==> src/rtl/gf_mult_sequencer.sv <==
// gf_mult_sequencer: drives a bit-serial GF(2) multiplier. It loads the operands
// into the multiplier MSB first, starts it, waits for done, then shifts the
// 2*DATA_WIDTH-bit product back out and presents it on a valid/ready response.
//
// Ports:
//   clk, reset                  clock, synchronous active-high reset
//   req_valid/req_ready         request handshake (ready only in IDLE)
//   req_a, req_b, req_width     operands and active field width (0 or >DATA_WIDTH -> DATA_WIDTH)
//   ser_a, ser_b                serial operand bits, valid only during LOAD
//   mult_enable, mult_width     multiplier run enable and width
//   mult_finish, ser_result     multiplier done flag and serial product bit
//   rsp_valid/rsp_ready         response handshake
//   rsp_result                  product, held while rsp_valid is low
//   busy                        sequencer not idle
//   timeout_err                 response was produced by a WAIT timeout
//
// Build option: define GF_SEQ_TIMEOUT_EN to bound WAIT to TIMEOUT_CYCLES cycles;
// otherwise WAIT is unbounded and timeout_err is tied low.
module gf_mult_sequencer #(
    parameter int unsigned DATA_WIDTH     = 2,
    parameter int unsigned TIMEOUT_CYCLES = 64
) (
    input  logic                          clk,
    input  logic                          reset,
    input  logic                          req_valid,
    output logic                          req_ready,
    input  logic [DATA_WIDTH-1:0]         req_a,
    input  logic [DATA_WIDTH-1:0]         req_b,
    input  logic [$clog2(DATA_WIDTH):0]   req_width,
    output logic                          ser_a,
    output logic                          ser_b,
    output logic                          mult_enable,
    output logic [$clog2(DATA_WIDTH):0]   mult_width,
    input  logic                          mult_finish,
    input  logic                          ser_result,
    output logic                          rsp_valid,
    input  logic                          rsp_ready,
    output logic [2*DATA_WIDTH-1:0]       rsp_result,
    output logic                          busy,
    output logic                          timeout_err
);

    localparam int unsigned W_W   = $clog2(DATA_WIDTH) + 1;
    localparam int unsigned CNT_W = $clog2(2 * DATA_WIDTH);
    localparam int unsigned RES_W = 2 * DATA_WIDTH;

    localparam logic [2:0] S_IDLE   = 3'd0;
    localparam logic [2:0] S_LOAD   = 3'd1;
    localparam logic [2:0] S_START  = 3'd2;
    localparam logic [2:0] S_WAIT   = 3'd3;
    localparam logic [2:0] S_UNLOAD = 3'd4;
    localparam logic [2:0] S_RESP   = 3'd5;

    logic [2:0]            state, state_nxt;
    logic [CNT_W-1:0]      cnt, cnt_nxt;
    // Operand bits still to be shifted out (the MSB is driven on acceptance).
    logic [DATA_WIDTH-2:0] a_sh, a_sh_nxt;
    logic [DATA_WIDTH-2:0] b_sh, b_sh_nxt;
    // Product bits collected so far; the final bit is appended straight into rsp_result.
    logic [RES_W-2:0]      res_sh, res_sh_nxt;

    logic                  req_ready_nxt;
    logic                  ser_a_nxt, ser_b_nxt;
    logic                  mult_enable_nxt;
    logic [W_W-1:0]        mult_width_nxt;
    logic                  rsp_valid_nxt;
    logic [RES_W-1:0]      rsp_result_nxt;
    logic                  busy_nxt;
    logic [W_W-1:0]        width_clamped;

`ifdef GF_SEQ_TIMEOUT_EN
    localparam int unsigned TO_W = (TIMEOUT_CYCLES > 1) ? $clog2(TIMEOUT_CYCLES) : 1;
    logic [TO_W-1:0]       wait_cnt, wait_cnt_nxt;
    logic                  timeout_err_q, timeout_err_nxt;
`endif

    // Out-of-range widths fall back to the full operand width.
    always_comb begin
        width_clamped = req_width;
        if (req_width == '0 || req_width > W_W'(DATA_WIDTH)) begin
            width_clamped = W_W'(DATA_WIDTH);
        end
    end

    // Next-state and next-output logic.
    always_comb begin
        state_nxt       = state;
        cnt_nxt         = cnt;
        a_sh_nxt        = a_sh;
        b_sh_nxt        = b_sh;
        res_sh_nxt      = res_sh;
        req_ready_nxt   = 1'b0;
        ser_a_nxt       = 1'b0;
        ser_b_nxt       = 1'b0;
        mult_enable_nxt = 1'b0;
        mult_width_nxt  = mult_width;
        rsp_valid_nxt   = 1'b0;
        rsp_result_nxt  = rsp_result;
        busy_nxt        = 1'b1;
`ifdef GF_SEQ_TIMEOUT_EN
        wait_cnt_nxt    = wait_cnt;
        timeout_err_nxt = timeout_err_q;
`endif
        case (state)
            S_IDLE: begin
                req_ready_nxt  = 1'b1;
                busy_nxt       = 1'b0;
                mult_width_nxt = '0;
                // req_ready is qualified so the cycle right after reset never accepts.
                if (req_valid && req_ready) begin
                    state_nxt      = S_LOAD;
                    cnt_nxt        = '0;
                    a_sh_nxt       = req_a[DATA_WIDTH-2:0];
                    b_sh_nxt       = req_b[DATA_WIDTH-2:0];
                    ser_a_nxt      = req_a[DATA_WIDTH-1];
                    ser_b_nxt      = req_b[DATA_WIDTH-1];
                    mult_width_nxt = width_clamped;
                    req_ready_nxt  = 1'b0;
                    busy_nxt       = 1'b1;
                end
            end
            S_LOAD: begin
                if (cnt == CNT_W'(DATA_WIDTH - 1)) begin
                    state_nxt       = S_START;
                    mult_enable_nxt = 1'b1;
                end else begin
                    cnt_nxt   = cnt + CNT_W'(1);
                    ser_a_nxt = a_sh[DATA_WIDTH-2];
                    ser_b_nxt = b_sh[DATA_WIDTH-2];
                    a_sh_nxt  = a_sh << 1;
                    b_sh_nxt  = b_sh << 1;
                end
            end
            S_START: begin
                state_nxt       = S_WAIT;
                mult_enable_nxt = 1'b1;
`ifdef GF_SEQ_TIMEOUT_EN
                wait_cnt_nxt    = '0;
`endif
            end
            S_WAIT: begin
                if (mult_finish) begin
                    state_nxt = S_UNLOAD;
                    cnt_nxt   = '0;
                end else begin
`ifdef GF_SEQ_TIMEOUT_EN
                    if (wait_cnt == TO_W'(TIMEOUT_CYCLES - 1)) begin
                        state_nxt       = S_RESP;
                        rsp_valid_nxt   = 1'b1;
                        rsp_result_nxt  = '0;
                        timeout_err_nxt = 1'b1;
                        mult_width_nxt  = '0;
                    end else begin
                        wait_cnt_nxt    = wait_cnt + TO_W'(1);
                        mult_enable_nxt = 1'b1;
                    end
`else
                    mult_enable_nxt = 1'b1;
`endif
                end
            end
            S_UNLOAD: begin
                res_sh_nxt = {res_sh[RES_W-3:0], ser_result};
                if (cnt == CNT_W'(RES_W - 1)) begin
                    state_nxt      = S_RESP;
                    rsp_valid_nxt  = 1'b1;
                    rsp_result_nxt = {res_sh, ser_result};
                    mult_width_nxt = '0;
                end else begin
                    cnt_nxt = cnt + CNT_W'(1);
                end
            end
            S_RESP: begin
                rsp_valid_nxt = 1'b1;
                if (rsp_ready) begin
                    state_nxt     = S_IDLE;
                    rsp_valid_nxt = 1'b0;
                    req_ready_nxt = 1'b1;
                    busy_nxt      = 1'b0;
`ifdef GF_SEQ_TIMEOUT_EN
                    timeout_err_nxt = 1'b0;
`endif
                end
            end
            default: begin
                state_nxt = S_IDLE;
                busy_nxt  = 1'b0;
            end
        endcase
    end

    // State and registered outputs.
    always_ff @(posedge clk) begin
        if (reset) begin
            state       <= S_IDLE;
            cnt         <= '0;
            a_sh        <= '0;
            b_sh        <= '0;
            res_sh      <= '0;
            req_ready   <= 1'b0;
            ser_a       <= 1'b0;
            ser_b       <= 1'b0;
            mult_enable <= 1'b0;
            mult_width  <= '0;
            rsp_valid   <= 1'b0;
            rsp_result  <= '0;
            busy        <= 1'b0;
        end else begin
            state       <= state_nxt;
            cnt         <= cnt_nxt;
            a_sh        <= a_sh_nxt;
            b_sh        <= b_sh_nxt;
            res_sh      <= res_sh_nxt;
            req_ready   <= req_ready_nxt;
            ser_a       <= ser_a_nxt;
            ser_b       <= ser_b_nxt;
            mult_enable <= mult_enable_nxt;
            mult_width  <= mult_width_nxt;
            rsp_valid   <= rsp_valid_nxt;
            rsp_result  <= rsp_result_nxt;
            busy        <= busy_nxt;
        end
    end

`ifdef GF_SEQ_TIMEOUT_EN
    // WAIT-cycle counter and timeout flag.
    always_ff @(posedge clk) begin
        if (reset) begin
            wait_cnt      <= '0;
            timeout_err_q <= 1'b0;
        end else begin
            wait_cnt      <= wait_cnt_nxt;
            timeout_err_q <= timeout_err_nxt;
        end
    end

    assign timeout_err = timeout_err_q;
`else
    // TIMEOUT_CYCLES has no effect in this build.
    if (TIMEOUT_CYCLES != 0) begin : g_timeout_off
    end

    assign timeout_err = 1'b0;
`endif

endmodule
==> config.mk <==
export PLATFORM = sky130hd
export DESIGN_NAME = gf_mult_sequencer
export DESIGN_NICKNAME = d
export VERILOG_FILES = /design/src/rtl/gf_mult_sequencer.sv
export SDC_FILE = /design/constraint.sdc
export NUM_CORES = 1
export LEC_CHECK = 0
export CAP_MARGIN = 10
export CORE_MARGIN = 5
export CORE_UTILIZATION = 43
export DETAILED_ROUTE_END_ITERATION = 7
export MAX_ROUTING_LAYER = met4
export PLACE_DENSITY = 0.74
export SETUP_SLACK_MARGIN = 0.1
export SLEW_MARGIN = 20
export SYNTH_ARGS = -nofsm -noshare
export SYNTH_HDL_FRONTEND = slang
export SYNTH_SLANG_ARGS = --single-unit
==> constraint.sdc <==
create_clock -name clk -period 1.6 [get_ports clk]
set_input_delay 0.48 -clock clk [delete_from_list [all_inputs] [get_ports clk]]
set_output_delay 0.48 -clock clk [all_outputs]
set_load 0.01 [all_outputs]
# After elaboration in Yosys (flattened, before gate mapping)
# Index checks and enable logic that the tools add are counted.
[word_totals]
regBits = 22
out_inout_bits = 13
elab_cells = 79
[classes]
addsub = 1
n_lt_le_gt_ge = 1
n_eq_ne = 14
mux = 37
reduce_logical = 13
[ops]
columns = ["cell", "n"]
rows = [
  ["3-bit case mux with 6 select lines", 1],
  ["3-bit two-way mux", 5],
  ["1-bit two-way mux", 14],
  ["2-bit two-way mux", 7],
  ["2-bit inequality test (second input constant)", 7],
  ["1-bit case mux with 2 select lines", 6],
  ["5-bit AND reduction", 2],
  ["2-bit case mux with 4 select lines", 1],
  ["3-bit by 2-bit == test with 1-bit output (second input constant)", 2],
  ["3-bit == test (second input constant)", 2],
  ["1-bit case mux with 3 select lines", 2],
  ["2-bit case mux with 2 select lines", 1],
  ["2-bit AND reduction", 2],
  ["2-bit nonzero test", 2],
  ["4-bit nonzero test", 1],
  ["4-bit OR reduction", 1],
  ["3-bit by 1-bit == test with 1-bit output (second input constant)", 1],
  ["3-bit logical NOT", 1],
  ["3-bit AND reduction", 1],
  ["2-bit by 1-bit adder with 2-bit output (second input constant)", 1],
  ["2-bit by 1-bit == test with 1-bit output (second input constant)", 1],
  ["2-bit == test (second input constant)", 1],
  ["2-bit > comparator (second input constant)", 1],
  ["2-bit logical NOT", 1],
  ["2 further kinds", 2],
]

# Longest topological paths before layout
[logic_depth]
depth_word = 5
ltp_mapped = 6
ltp_nobuf = 6

# Worst setup path before layout
# OpenSTA, ideal clock, no wires.
[synth_path]
path_type = "reg2reg"
from = "reg cnt[0]"
to = "reg cnt[0]"
setup_time_ns = 0.123
t_arrival_ns = 1.364
slack_ns = 0.112
path_stages_with_launch = 6
path_buffers = 0
synth_period_minus_slack_ns = 1.488
cell_sequence = "dfxtp_1 -> ha_1 -> nor4bb_1 -> nor3_2 -> nand3_1 -> mux2_1"
[synth_via]
elab_chain_cells = 3
word_cells_on_any_way = 9
cone_classes = "add/sub (1); eq/ne (4); mux (3); reduce/logical (1)"
[synth_lines]
columns = ["element", "line_no", "text"]
rows = [
  ["start: declaration", "55", "logic [CNT_W-1:0] cnt, cnt_nxt;"],
  ["start signal: assignment", "210", "cnt <= cnt_nxt;"],
  ["2-bit by 1-bit adder with 2-bit output (tied with other cells)", "127, 170", ""],
  ["2-bit two-way mux (tied with other cells)", "164", "if (cnt == CNT_W'(RES_W - 1)) begin"],
  ["2-bit case mux with 4 select lines or 5-bit AND reduction (tied branches)", "-", ""],
]
# Several ways; a longest one is shown, not always the timed one. The select of a mux whose other input is x is not followed.
# A chain may end at the register's enable or synchronous reset.

# Worst setup path after layout
[layout_path]
from = "reg state[1]"
to = "reg cnt[0]"
[layout_via]
elab_chain_cells = 3
word_cells_on_any_way = 11
cone_classes = "eq/ne (7); mux (1); reduce/logical (3)"
[layout_lines]
columns = ["element", "line_no", "text"]
rows = [
  ["start: declaration", "54", "logic [2:0] state, state_nxt;"],
  ["start signal: assignment", "209", "state <= state_nxt;"],
  ["3-bit == test (tied with other cells)", "104", "case (state)"],
  ["4-bit nonzero test (no source line) or 2-bit inequality test (tied branches)", "-", ""],
  ["5-bit AND reduction (no source line)", "-", ""],
]
# Several ways; a longest one is shown, not always the timed one.

==> key figures <==
GRT
  • First-pass GRT wire length: roughly 3900 um
  • Vias in the first global route: 924
  • Antenna violations before repair: 0
  • Gr ovfl total: 0
  • Largest net degree at the start of global routing: 20
  • GRT Overall Usage: between 10 and 15%

Hold path
  • Hold Path Origin: res_sh[2]
  • Hold Crit Depth: 2
  • WHS Endpoint: res_sh[2]
  • Min-delay worst type: reg2reg

Synthesis
  • Post-Synth XOR/XNOR Area: 0.850%
  • Syn avg cell area: 8.97 um2
  • Primary FF master, synth: dfxtp_1
  • Post-synthesis register bit count: 22
  • Synth Net Count: 129
  • Main combinational cell family by area after synthesis: simple AND/OR/NAND/NOR gates
  • Mapped Cells: roughly 120
  • Synth Area in Simple Gates: between 20% and 30%
  • Mux cell area share after synthesis: 9.95%
  • Adder-Cell Fraction of Synth Area: 2.43%
  • Post-Syn Area: 1030 um2
  • Post-synth EDFFs: 0
  • Synth warnings: 0
  • Register area share after synthesis: 42.7%
  • Post-synth ARST share: 0%
  • Compound-Gate Fraction of Synth Area: between 10% and 20%
  • Cell variety after synth: 37

STA
  • Final Max Slew Viols: 0
  • Final worst path period need: ~1.5 ns
  • Fin Clk Skew: roughly 0.0034 ns
  • Period utilization: ~94%
  • Hold Vio Cnt, Final: 0
  • Worst setup margin: around 0.090 ns
  • RSZ-0062 raised after global routing: yes
  • # setup viols final: 0
  • Highest Clock Rate: ~660 MHz

Routing
  • DRT antenna net count: 0
  • Wire per inst: approximately 13 um
  • Remaining DRCs: 0
  • Initial DRC count: 12
  • Final wirelength: between 2000 and 2500 um
  • Routed vias/inst: approximately 5.3
  • Via count: between 900 and 1,000
  • TritonRoute pass-1 iters: 4

Power and ir drop
  • Power Density: 799 nW/um2
  • Gate power share: between 10% and 20%
  • Clock network power share: between 30 and 40%
  • Sw frac: between 20% and 30%
  • Sw power: around 0.00025 W
  • Static leakage power: about 0.61 nW
  • Peak supply drop: ~0.52 mV
  • Internal power: between 0.0008 and 0.0009 W
  • Sequential share of power: 50.1%

Clock tree
  • CTS tree: yes
  • Clock sink total: 22
  • Clock-pin slew on the worst setup and hold paths: approximately 0.12 ns
  • # H-tree levels: 1
  • Clk_lat worst skew: ~0.3 ns
  • CTS root buf: clkbuf_4
  • Num CTS Buffers: 3
  • Hold buffers post-CTS: 0
  • Clk buf depth: 2

Worst setup path
  • Slowest-stage cell, CP: dfxtp_1
  • WP data arrival: roughly 1.7 ns
  • Reg-to-Reg End: cnt[0]
  • CP Max Fanout: 9
  • Crit path required time: around 1.8 ns
  • Worst path cell trace: nor3b_1, nor3_2, nand3_2, mux2_1
  • CP Launch Type: flip-flop
  • Setup crit end kind: flip-flop
  • R2R depth: 4
  • Critical R2R Launch: state[1]
  • Critical setup path kind: reg2reg
  • R2R Setup Slk: approximately 0.09 ns
  • Worst path max stage delay: approximately 0.58 ns

Floorplanning
  • Initial Util: 45.7%
  • Core Region: between 2000 and 2500 um2
  • Die ar.: between 3000 and 4000 um2
  • IO Pins: 25
  • Row count: 17
  • Die outline height: between 50 and 60 um
  • Die Width: roughly 59 um

Layout
  • Syn-to-layout area delta: 39.6%
  • Most frequent cells in the layout: 17 x dfxtp_1, 16 x nor2_1, 13 x buf_4, 12 x dlygate4sd2_1, 10 x clkdlybuf4s50_1
  • Commonest non-fill, non-tap cell in the layout: dfxtp_1
  • Nets: 162
  • Final Non-Filler Cells: roughly 180
  • Diodes inserted: 0
  • Layout cells sized above 1: between 20% and 30%

Place
  • Setup WS pre-CTS: -0.207 ns
  • # port buffers: 23
  • Inst Count DP: 170
  • Hpwl dp: between 1500 and 2000 um
  • Final GP Congestion: approximately 0.8

Status
  • Status: completed

Job
  • Max-Cap Viols: 0
## synth_stat cells (all sizes together) (2+ instances only)
cell | instances | area, um2
dfxtp | 22 | 440
nor2 | 17 | 66.3
mux2i | 8 | 80.1
nand2 | 8 | 30.0
buf | 6 | 36.3
nor2b | 6 | 37.5
a21oi | 5 | 25.0
nor4 | 5 | 52.6
inv | 4 | 15.0
nand3 | 4 | 20.0
o21ai | 4 | 20.0
a22oi | 3 | 22.5
nor3 | 3 | 20.0
and3 | 2 | 12.5
clkbuf | 2 | 7.51
ha | 2 | 25.0
mux2 | 2 | 22.5
## worst max-delay path, delay by kind of cell (launching register included)
| kind | cells | cell delay [ns] |
|---|---|---|
| DFF | 1 | 0.58 |
| and+or+nand+nor | 3 | 0.51 |
| muxes | 1 | 0.32 |
## timing repair
item	CTS	global route
pin swaps	1	4
endpoints found under the setup margin	20	11
buffers inserted	0	1
resized for setup	18	9
## routing by layer
layer  GRT usage (%)  vias to the layer above  wire, um
met1            16.9                      444      1080
li1                -                      466         -
met4            6.47                        0        40
met3            2.63                        4       101
met2            25.2                       20      1110
met5               -                        -         0
## cells by family after synthesis
| group | after synthesis |
|---|---|
| AND/OR/NAND/NOR | 49 |
| flip-flops | 22 |
| AO/OA/AOI/OAI | 18 |
| buffers and inverters | 12 |
| multiplexers | 10 |
| adder cells (fa/ha/maj) | 2 |
| other | 1 |
| XOR/XNOR | 1 |
## flip-flops by register name (all words and copies together), names as in the netlist
name         flops
cnt              2
busy             1
state            3
rsp_result       4
mult_enable      1
a_sh             1
b_sh             1
req_ready        1
ser_a            1
ser_b            1
rsp_valid        1
res_sh           3
mult_width       2
## area by class of cell
class	instances	area, um2
Clock buffer	3	22.5
Clock inverter	1	30.0
Fill cell	207	816
Inverter	4	15.0
Multi-Input combinational cell	81	574
Sequential cell	22	447
Tap cell	28	35.0
Timing Repair Buffer	36	315
## stage by stage
stage	utilization, %	area [um2]	hold slack, ns	setup TNS (ns)	total power [W]
CTS	62.1	1400	0.478	0	0.00115
detailed placement	59.5	1340	0.457	-0.821	0.000737
finish	63.8	1440	0.474	0	0.00115
global placement	59.5	1340	0.450	-0.581	0.000734
floorplan	-	1030	0.436	0	0.000665
global route	63.8	1440	0.516	0	0.00120
## worst max path at each step
stage                start     end  slack (ns)  cells after the start
2_1_floorplan       cnt[0]  cnt[0]        0.11                      5
3_3_place_gp   mult_finish  cnt[0]       -0.18                      5
3_5_place_dp   mult_finish  cnt[1]       -0.21                      5
4_1_cts             cnt[1]  cnt[1]        0.08                      6
5_1_grt           state[1]  cnt[0]        0.02                      4
6_report          state[1]  cnt[0]        0.09                      4
## power by group through the flow
stage	logic, W	registers, W	clock network (W)
after floorplan	0.0000771	0.000588	0
after detailed placement	0.000151	0.000586	0
final	0.000154	0.000576	0.000420
after global placement	0.000149	0.000585	0
after global routing	0.000169	0.000578	0.000457
after CTS	0.000149	0.000575	0.000431
Power figures use the tool's default switching activity.
==> RTL change 1, RTL diff (same settings) <==
Set the parameter `DATA_WIDTH` to 4 (it was 2). Comments in the files are not updated.
--- a/src/rtl/gf_mult_sequencer.sv
+++ b/src/rtl/gf_mult_sequencer.sv
@@ -19,3 +19,3 @@
 module gf_mult_sequencer #(
-    parameter int unsigned DATA_WIDTH     = 2,
+    parameter int unsigned DATA_WIDTH     = 4,
     parameter int unsigned TIMEOUT_CYCLES = 64
Ports: changed (5 resized); port bits go from 25 to 35. No check against the original RTL was run, so the function may have changed too.
==> RTL change 1 against the unedited design <==
Final cell count up 67%. Sequential cell count increased by 14. Routed wire length rose by 63%. Clock power grew 88%. Fmax up 0.56%. Synthesized cell count is 62% higher. Setup slack improved by 0.0084 ns. Design area increased by 67%. Synthesized area grew 59%. Utilization grew 1.2 points. Power rose by 74%. Critical endpoint is now a_sh[0]. Largest power group unchanged.
==> RTL change 1: results (changes against the unedited design) <==
stage;metric;value;unit;change
synth;Post-synth top cells;nand2_1, dfxtp_1, a21oi_1, nor2_1, mux2i_1;;was dfxtp_1, nor2_1, mux2i_1, nand2_1, nor2b_1
setup_path;Worst path max stage delay;0.34;ns;was 0.58 ns
synth;Mapped Cells;186;;was 115
place;routability-driven placement congestion ratio;0.845;;was 0.819
synth;Post-Synth XOR/XNOR Area;0.535;%;was 0.850%
sta;Worst Skew;0.00785;ns;was 0.00338 ns
synth;post-synth net total;207;;was 129
finish;fill count;319;;was 207
grt;vias in the first global route;1426;;was 924
status;outcome;finished clean;;unchanged
cts;CTS Buf Count;5;;was 3
place;number of buffers added on ports;33;;was 23
detailed_routing;DR WL/cell;13.0;um;was 13.3 um
synth;adder-cell share of the synthesized area;3.06;%;was 2.43%
synth;mux contribution to synthesized area;5.50;%;was 9.95%
grt;largest net degree at the start of global routing;23;;was 20
synth;top-count cell post-synth;nand2_1;;was dfxtp_1
synth;Synth Area in Compound Gates;15.8;%;was 11.0%
grt;global-route wire length before repair;6610;um;was 3880 um
place;hpwl dp;2640;um;was 1680 um
cts;Root Buffer;clkbuf_8;;was clkbuf_4
power_and_ir_drop;sequential power share;47.0;%;was 50.1%
power_and_ir_drop;peak supply drop;0.000531;V;was 0.000520 V
synth;register area share after synthesis;44.0;%;was 42.7%
power_and_ir_drop;combinational power;0.000273;W;was 0.000154 W
setup_path;depth of the most critical reg-to-reg path;7;;was 4
## RTL change 1: per-layer routing
| metal | vias up | track usage [%] | share of wire, % |
|---|---|---|---|
| li1 | 751 | - | - |
| met1 | 669 | 20.5 | 47 |
| met4 | 0 | 5.64 | 1.5 |
| met3 | 7 | 4.49 | 4.2 |
| met5 | - | - | 0 |
| met2 | 24 | 25.7 | 47 |
## RTL change 1: layout make-up
cell class | count | area share (%)
Multi-Input combinational cell | 134 | 39.7
Sequential cell | 36 | 30.4
Timing Repair Buffer | 61 | 21.9
Clock buffer | 5 | 2.87
Tap cell | 48 | 2.50
Clock inverter | 3 | 1.77
Inverter | 5 | 0.782
## RTL change 1: stage by stage
stage | cell area (sq um) | total power [W] | setup slack (ns) | setup TNS, ns
after floorplan | 1670 | 0.00109 | 0.104 | 0
after global placement | 2180 | 0.00121 | -0.359 | -3.52
after detailed placement | 2180 | 0.00121 | -0.408 | -3.95
after CTS | 2310 | 0.00200 | 0.0845 | 0
after global routing | 2400 | 0.00209 | 0.0209 | 0
final | 2400 | 0.00200 | 0.0988 | 0
## RTL change 1: kinds of logic (layout without fill, tap and decap cells)
| logic type | after synthesis | after routing |
|---|---|---|
| compound gates | 39 | 39 |
| xor+xnor | 1 | 1 |
| fa+ha+maj | 4 | 4 |
| buf+inv | 16 | 74 |
| flops | 36 | 36 |
| mux | 9 | 9 |
| other cells | 1 | 1 |
| simple gates | 80 | 80 |
## RTL change 1: worst min-delay path by stage
stage                             start       endpoint  slack (ns)
final                     rsp_result[5]  rsp_result[5]        0.45
after detailed placement  rsp_result[5]  rsp_result[5]        0.45
after floorplan               res_sh[6]  rsp_result[7]        0.43
after CTS                 rsp_result[5]  rsp_result[5]        0.46
after global placement        res_sh[6]  rsp_result[7]        0.44
after global routing      rsp_result[3]  rsp_result[3]        0.49
==> RTL change 2, RTL diff (same flow settings) <==
Made on the original files. Take the reset off `rsp_result` and load it in a clocked block of its own.
--- a/src/rtl/gf_mult_sequencer.sv
+++ b/src/rtl/gf_mult_sequencer.sv
@@ -205,3 +205,2 @@
             rsp_valid   <= 1'b0;
-            rsp_result  <= '0;
             busy        <= 1'b0;
@@ -219,5 +218,8 @@
             rsp_valid   <= rsp_valid_nxt;
-            rsp_result  <= rsp_result_nxt;
             busy        <= busy_nxt;
         end
+    end
+
+    always_ff @(posedge clk) begin
+        rsp_result <= rsp_result_nxt;
     end
Behaviour: no difference found for any inputs over 10 cycles, from zero or initial values and one cycle with reset high; that may be too few to reach the edited logic, so the function may still have changed.
==> RTL change 2 against the unedited design <==
Sequential cell count unchanged. Worst hold slack worse by 0.022 ns. Routed wire length down 2.4%. Power up 4.2%. Design area up 1.1%. Setup slack worse by 0.0025 ns. Synthesized area down 4.1%.
==> RTL change 2: results (changes against the unedited design) <==
stage;metric;value;unit;change
status;outcome;finished clean;;unchanged
power_and_ir_drop;leakage dissipation;0.576;nW;was 0.615 nW
synth;Post-synth top cells;dfxtp_1, nor2_1, nand2_1, a21oi_1, inv_1;;was dfxtp_1, nor2_1, mux2i_1, nand2_1, nor2b_1
detailed_routing;metal2 WL;1120;um;was 1110 um
sta;Worst Skew;0.00789;ns;was 0.00338 ns
sta;Min Clock Period, post-route;1.51;ns;about the same
synth;post-synth net total;118;;was 129
place;Placement Cell Area;1280;sq um;was 1340 sq um
detailed_routing;DR iter-0 viols;24;;was 12
grt;largest net degree at the start of global routing;19;;was 20
setup_path;Worst path max stage delay;0.42;ns;was 0.58 ns
detailed_routing;DR vias/cell;5.30;;was 5.34
synth;count of different cell masters after synthesis;38;;was 37
place;dpl ws;-0.234;ns;was -0.207 ns
cts;post-CTS setup buffer count;3;;was 0
finish;fill count;183;;was 207
setup_path;CP top delay family;simple AND/OR/NAND/NOR gates;;was flip-flops
power_and_ir_drop;peak supply drop;0.000832;V;was 0.000520 V
synth;largest cells by area after synthesis;dfxtp_1, edfxtp_1, nor2_1, a21oi_1, nand2_1;;was dfxtp_1, mux2i_1, nor2_1, nor2b_1, nand2_1
detailed_routing;M1 WL;1020;um;was 1080 um
detailed_routing;detailed-route wire length;2280;um;was 2330 um
setup_path;CP max-delay cell;clkdlybuf4s50_1;;was dfxtp_1
grt;GR Util met3;4.90;%;was 2.63%
grt;aggregate global-route resource usage;13.3;%;was 14.8%
synth;register area share after synthesis;48.6;%;was 42.7%
setup_path;CP max FO;2;;was 9
detailed_routing;Met3 Routed Length;116;um;was 101 um
grt;Global Route met1 Usage;16.4;%;was 16.9%
grt;global-route wire length before repair;3460;um;was 3880 um
grt;met2 usage;21.0;%;was 25.2%
grt;vias in the first global route;786;;was 924
power_and_ir_drop;Cell Int Power;0.000938;W;was 0.000899 W
place;hpwl dp;1460;um;was 1680 um
finish;fin nets;156;;was 162
finish;fraction of layout instances using a drive strength above 1;26.2;%;was 23.8%
[RTL change 2: final cells by class]
class,instances,area share [%]
multi-input combinational,69,34.7
clock inverter,1,2.06
tap,28,2.41
clock buffer,3,1.55
timing repair buffer,41,24.2
sequential,22,33.7
inverter,5,1.29
[RTL change 2: final timing paths]
check	startpoint	end	depth (start not counted)
max reg2reg	cnt[0]	cnt[1]	5
min	res_sh[2]	rsp_result[3]	0
max	reset	cnt[1]	4
min reg2reg	res_sh[2]	rsp_result[3]	0
[RTL change 2: power groups by stage]
stage | logic, W | clock network (W) | registers (W)
finish | 0.000194 | 0.000416 | 0.000589
global route | 0.000211 | 0.000446 | 0.000591
detailed placement | 0.000156 | 0 | 0.000601
global placement | 0.000154 | 0 | 0.000601
floorplan | 0.0000840 | 0 | 0.000601
CTS | 0.000162 | 0.000426 | 0.000588
[RTL change 2: per-stage QoR]
stage / instances / setup TNS [ns] / total power (W) / utilization, % / hold WS [ns]
2_1_floorplan: 104 / 0 / 0.000685 / - / 0.408
3_3_place_gp: 158 / -1.56 / 0.000755 / 58.1 / 0.419
3_5_place_dp: 158 / -1.85 / 0.000756 / 58.1 / 0.421
4_1_cts: 165 / 0 / 0.00118 / 61.2 / 0.452
5_1_grt: 169 / -0.0334 / 0.00125 / 65.8 / 0.473
6_report: 169 / 0 / 0.00120 / 65.8 / 0.451
[RTL change 2: kinds of logic after synthesis]
| family | count (synthesis) | share of synthesized area (%) |
|---|---|---|
| AO/OA/AOI/OAI | 22 | 15.1 |
| XOR/XNOR | 1 | 0.886 |
| adder cells (fa/ha/maj) | 2 | 2.53 |
| buffers and inverters | 13 | 7.09 |
| flip-flops | 22 | 48.6 |
| multiplexers | 2 | 2.03 |
| other | 1 | 0.379 |
| AND/OR/NAND/NOR | 41 | 23.4 |
